--- src/rtl/nibble_fifo_pkg.sv ---
// nibble_fifo_pkg: shared constants, word type and pointer-width helper for nibble_fifo
package nibble_fifo_pkg;
  localparam int WIDTH_DEF = 4;
  localparam int DEPTH_DEF = 4;
  typedef logic [WIDTH_DEF-1:0] word_t;
  // Pointers carry one extra wrap bit above the address bits.
  function automatic int ptr_w(input int depth);
    return $clog2(depth) + 1;
  endfunction
endpackage

--- src/rtl/nibble_fifo_mem.sv ---
// nibble_fifo_mem: DEPTH-entry storage array, one write port, one registered read port
// Ports:
//   clk, rst_n      clock, asynchronous active-low reset (read register only)
//   we_i/waddr_i/wdata_i  write port
//   re_i/raddr_i    read request and address
//   rdata_o         registered read data; holds when re_i is low, 0 after reset
import nibble_fifo_pkg::*;
module nibble_fifo_mem #(
  parameter int WIDTH = WIDTH_DEF,
  parameter int AW = ptr_w(DEPTH_DEF) - 1
) (
  input  logic             clk,
  input  logic             rst_n,
  input  logic             we_i,
  input  logic [AW-1:0]    waddr_i,
  input  logic [WIDTH-1:0] wdata_i,
  input  logic             re_i,
  input  logic [AW-1:0]    raddr_i,
  output logic [WIDTH-1:0] rdata_o
);
  logic [WIDTH-1:0] mem_q [2**AW];
  logic [WIDTH-1:0] rdata_q;
  always_ff @(posedge clk)
    if (we_i) mem_q[waddr_i] <= wdata_i;
  // A read and a write to the same slot return the old word (full FIFO, simultaneous read/write).
  always_ff @(posedge clk or negedge rst_n)
    if (!rst_n) rdata_q <= '0;
    else if (re_i) rdata_q <= mem_q[raddr_i];
  assign rdata_o = rdata_q;
endmodule

--- src/rtl/nibble_fifo.sv ---
// nibble_fifo: DEPTH-word buffer behind the 4-bit enable register with full/empty and sticky error flags
// Ports:
//   clk, rst_n        clock, asynchronous active-low reset
//   d, wr_en          write data and request
//   rd_en             read request; q updates the cycle after an accepted read
//   err_clr           synchronous clear of overflow/underflow (a same-cycle error wins)
//   q                 registered read data
//   full, empty       occupancy flags
//   overflow          sticky: write rejected while full
//   underflow         sticky: read rejected while empty
//   count             (only with NIBBLE_FIFO_COUNT_EN) occupancy, wp - rp
import nibble_fifo_pkg::*;
module nibble_fifo #(
  parameter int WIDTH = WIDTH_DEF,
  parameter int DEPTH = DEPTH_DEF,
  localparam int PW = ptr_w(DEPTH)
) (
  input  logic             clk,
  input  logic             rst_n,
  input  logic [WIDTH-1:0] d,
  input  logic             wr_en,
  input  logic             rd_en,
  input  logic             err_clr,
  output logic [WIDTH-1:0] q,
  output logic             full,
  output logic             empty,
  output logic             overflow,
  output logic             underflow
`ifdef NIBBLE_FIFO_COUNT_EN
  , output logic [PW-1:0]  count
`endif
);
  localparam int AW = PW - 1;
  logic [PW-1:0] wp_q, wp_d, rp_q, rp_d;
  logic empty_q, empty_d, full_q, full_d, ovf_q, ovf_d, unf_q, unf_d;
  logic wr_ok, rd_ok;
  always_comb begin
    // A full FIFO still accepts a write when a read frees a slot on the same edge.
    wr_ok = wr_en && (!full_q || rd_en);
    rd_ok = rd_en && !empty_q;
    wp_d = wr_ok ? wp_q + PW'(1) : wp_q;
    rp_d = rd_ok ? rp_q + PW'(1) : rp_q;
    // Flags are registered from next-state pointers so they match the pointer compare after each edge.
    empty_d = wp_d == rp_d;
    full_d = (wp_d[PW-1] != rp_d[PW-1]) && (wp_d[AW-1:0] == rp_d[AW-1:0]);
    ovf_d = (wr_en && full_q && !rd_en) || (ovf_q && !err_clr);
    unf_d = (rd_en && empty_q) || (unf_q && !err_clr);
  end
  always_ff @(posedge clk or negedge rst_n)
    if (!rst_n) begin
      wp_q <= '0;
      rp_q <= '0;
      empty_q <= 1'b1;
      full_q <= 1'b0;
      ovf_q <= 1'b0;
      unf_q <= 1'b0;
    end else begin
      wp_q <= wp_d;
      rp_q <= rp_d;
      empty_q <= empty_d;
      full_q <= full_d;
      ovf_q <= ovf_d;
      unf_q <= unf_d;
    end
  nibble_fifo_mem #(.WIDTH(WIDTH), .AW(AW)) u_mem (
    .clk     (clk),
    .rst_n   (rst_n),
    .we_i    (wr_ok),
    .waddr_i (wp_q[AW-1:0]),
    .wdata_i (d),
    .re_i    (rd_ok),
    .raddr_i (rp_q[AW-1:0]),
    .rdata_o (q)
  );
  assign full = full_q;
  assign empty = empty_q;
  assign overflow = ovf_q;
  assign underflow = unf_q;
`ifdef NIBBLE_FIFO_COUNT_EN
  assign count = wp_q - rp_q;
`endif
endmodule

--- config.mk ---
export PLATFORM = sky130hd
export DESIGN_NAME = nibble_fifo
export DESIGN_NICKNAME = d
export VERILOG_FILES = /design/src/rtl/nibble_fifo_pkg.sv /design/src/rtl/nibble_fifo_mem.sv /design/src/rtl/nibble_fifo.sv
export SDC_FILE = /design/constraint.sdc
export NUM_CORES = 1
export LEC_CHECK = 0
export ABC_CLOCK_PERIOD_IN_PS = 3930
export CAP_MARGIN = 10
export CORE_ASPECT_RATIO = 0.75
export CORE_UTILIZATION = 45
export CTS_CLUSTER_SIZE = 14
export DETAILED_ROUTE_END_ITERATION = 8
export GPL_TIMING_DRIVEN = 0
export PLACE_DENSITY = 0.67
export SYNTH_ARGS = -nofsm -noshare
export SYNTH_HDL_FRONTEND = slang
export SYNTH_SLANG_ARGS = --single-unit
export TNS_END_PERCENT = 1
--- constraint.sdc ---
create_clock -name clk -period 3.93 [get_ports clk]
set_input_delay 0.786 -clock clk [delete_from_list [all_inputs] [get_ports clk]]
set_output_delay 0.786 -clock clk [all_outputs]
set_load 0.03 [all_outputs]
==> summary.md <==
| Metric | Value |
|---|---|
| Clk pin slew, worst setup/hold paths | around 0.070 ns |
| Largest net degree at the start of global routing | 15 |
| Layout cell share with drive strength beyond 1 | 0.248 |
| Max Fclk | 430 MHz |
| Final setup vio count | 0 |
| Number of synthesized flops with an enable pin | 16 |
| Grt ovf | 0 |
| Top-Level Pins | 17 |
| Top cells by area, synth | edfxtp_1 (36%), dfrtp_1 (24%), mux4_2 (6.8%) |
| Synthesized area per cell | 16.2 sq um |
| Crit-path slowest cell | clkdlybuf4s50_1 |
| Total negative slack | 0 ns |
| Core ar. | 2700 sq um |
| Setup slack, reg-to-reg | 2.21 ns |
| Cell area after layout | 1620 sq um |
| Critical Path RT | 3.14 ns |
| RR Endpoint | full$_DFF_PN0_ |
| First-pass GRT wire length | 3.60 mm |
| Seq/Total Area, Yosys | 0.626 |
| Syn nets | 96 |
| Hold Crit Depth | 1 |
| Vias per Instance | about 5.0 |
| Max-slew violation count | 0 |
| HP Class | reg2reg |
| Synth Register Bits | 30 |
| Dpl cell area | 1520 sq um |
| Clk sinks | 30 |
| Vias in the first global route | 748 |
| Worst EP arrival | 1.54 ns |
| Worst Reg-to-Reg Cells | 5 |
| Netlist Area Pre-Place | 1330 sq um |
| Via count | 704 |
| Hold Buf Count CTS | 0 |
| Top cell type's share of synthesized area | 0.362 |
| Hold EP | wp_q[2]$_DFF_PN0_ |
| Yosys cell types | 27 |
| Gate Count Post-Synth | 82 |
| CP Class | reg2out |
| Routability cong. | between 0.6 and 0.7 |
| Row count | 16 |
| Worst flop-to-flop path startpoint | wp_q[0]$_DFF_PN0_ |
| Most frequent cells in the layout | edfxtp_1 (16), clkdlybuf4s50_1 (15), dfrtp_1 (13) |
| Crit path largest cell delay | 0.68 ns |
| Worst Setup End Kind | output port |
| Post-layout net count | between 100 and 150 |
| Initial Utilization | 0.492 |
| Post-CTS setup buffer count | 0 |
| Total GRT Usage | 0.164 |
| Yosys top cell by area | edfxtp_1 |
| Worst-Margin Slew | 0.682 ns |
| Total Power | ~0.0012 W |
| Asr flop ratio synth | 0.467 |
| DP HPWL | 1.56 mm |
| CTS Root Cell | clkbuf_8 |
| Final hold violations | 0 |
| H-tree levels | 2 |
| DRC | 0 |
| Worst setup SP type | register |
| Final ANT Viol Nets | 0 |
| Leakage power | 0.654 nW |
| Initial DRC Count | 13 |
| Post-Layout Cell Count | 141 |
| Chip Width | 64.7 um |
| Antenna violations before repair | 0 |
| Final period util | 0.592 |
| Most common cell after layout, fill and taps aside | edfxtp_1 |
| RSZ-0062 raised after global routing | false |
| Area Growth Syn to Fin | 21.8% |
| Worst Skew | roughly 0.011 ns |
| Worst skew pair latency | approximately 0.28 ns |
| Max clock buf depth | 2 |
| Post-CTS Resized | 0 |
| VDD IR max | 0.000324 V |
| P per Cell Area | 765 nW/um^2 |
| DRT Pass-1 Iters | 4 |
| Main flop type after synthesis | edfxtp_1 |
| Rel. slew slack | 0.544 |
| Fin util | 0.599 |
| Cell count after placement | 133 |
| Full die area | 3180 sq um |
| CTS tree | yes |
| Cell Chain, Critical Path | clkdlybuf4s50_1 |
| Drt wl/cell | 15.1 um |
| Max-Cap Viols | 0 |
| Synth warn | 0 |
| Buf/Inv on CP | 1 |
| Die height | 49.1 um |
| Port buffer count | 15 |
| Antenna cells | 0 |
| Minimum clock period | 2.33 ns |
| Hold_sp | wp_q[2]$_DFF_PN0_ |
| Outcome | finished, final reports clean |
| Routed WL | 2.14 mm |
| CP top delay family | buffers and inverters |
| Critical Path Fanout Max | 5 |
| Num CTS Buffers | 5 |
worst max-delay path by stage:
stage,from,end,slack [ns],cells past startpoint
after floorplan,rd_en,full$_DFF_PN0_,2.04,5
after global placement,rd_en,full$_DFF_PN0_,1.36,6
after detailed placement,rd_en,full$_DFF_PN0_,1.34,6
after CTS,empty$_DFF_PN1_,empty,1.60,1
after global routing,rd_en,full$_DFF_PN0_,1.53,6
final,empty$_DFF_PN1_,empty,1.60,1
registers in the layout (all words and copies together), names as in the netlist:
| name | flops |
|---|---|
| underflow | 1 |
| u_mem.rdata_o | 4 |
| wp_q | 3 |
| full | 1 |
| rp_q | 3 |
| empty | 1 |
| overflow | 1 |
| u_mem.mem_q | 16 |
final cells by class:
class | instances | area (sq um)
Tap cell | 36 | 45.0
Clock inverter | 2 | 11.3
Multi-Input combinational cell | 42 | 442
Inverter | 6 | 22.5
Timing Repair Buffer | 15 | 150
Fill cell | 217 | 1080
Sequential cell | 30 | 832
Buffer | 4 | 32.5
Clock buffer | 6 | 82.6
per-layer routing:
layer	GRT usage	wire length, um
met5	0	0
met4	0.0889	42
met3	0.0584	103
met2	0.238	1000
met1	0.215	986
cells by family (layout without fill, tap and decap cells):
kind of cell,after synthesis,in the layout,synth area share
multiplexers,9,9,0.113
XOR/XNOR,8,8,0.0640
AND/OR/NAND/NOR,15,15,0.0866
flip-flops,30,30,0.626
buffers and inverters,10,33,0.0414
AO/OA/AOI/OAI,5,5,0.0217
adder cells (fa/ha/maj),5,5,0.0471
synth_stat cells (all sizes together) (2+ instances only):
| cell | instances |
|---|---|
| a21oi | 2 |
| and3 | 5 |
| buf | 4 |
| dfrtp | 13 |
| edfxtp | 16 |
| ha | 5 |
| inv | 6 |
| mux2 | 5 |
| mux4 | 4 |
| nand2 | 3 |
| xnor2 | 3 |
| xor2 | 4 |
power by group:
part           internal, W  switching (W)
clock             0.000141       0.000112
sequential        0.000434      0.0000622
combinational     0.000252       0.000237
total             0.000826       0.000411
per-stage QoR:
stage / hold slack (ns) / worst slack, ns
after floorplan: 0.443 / 2.04
after global placement: 0.460 / 1.36
after detailed placement: 0.466 / 1.34
after CTS: 0.476 / 1.60
after global routing: 0.507 / 1.53
final: 0.476 / 1.60
(Power assumes the default switching activity.)
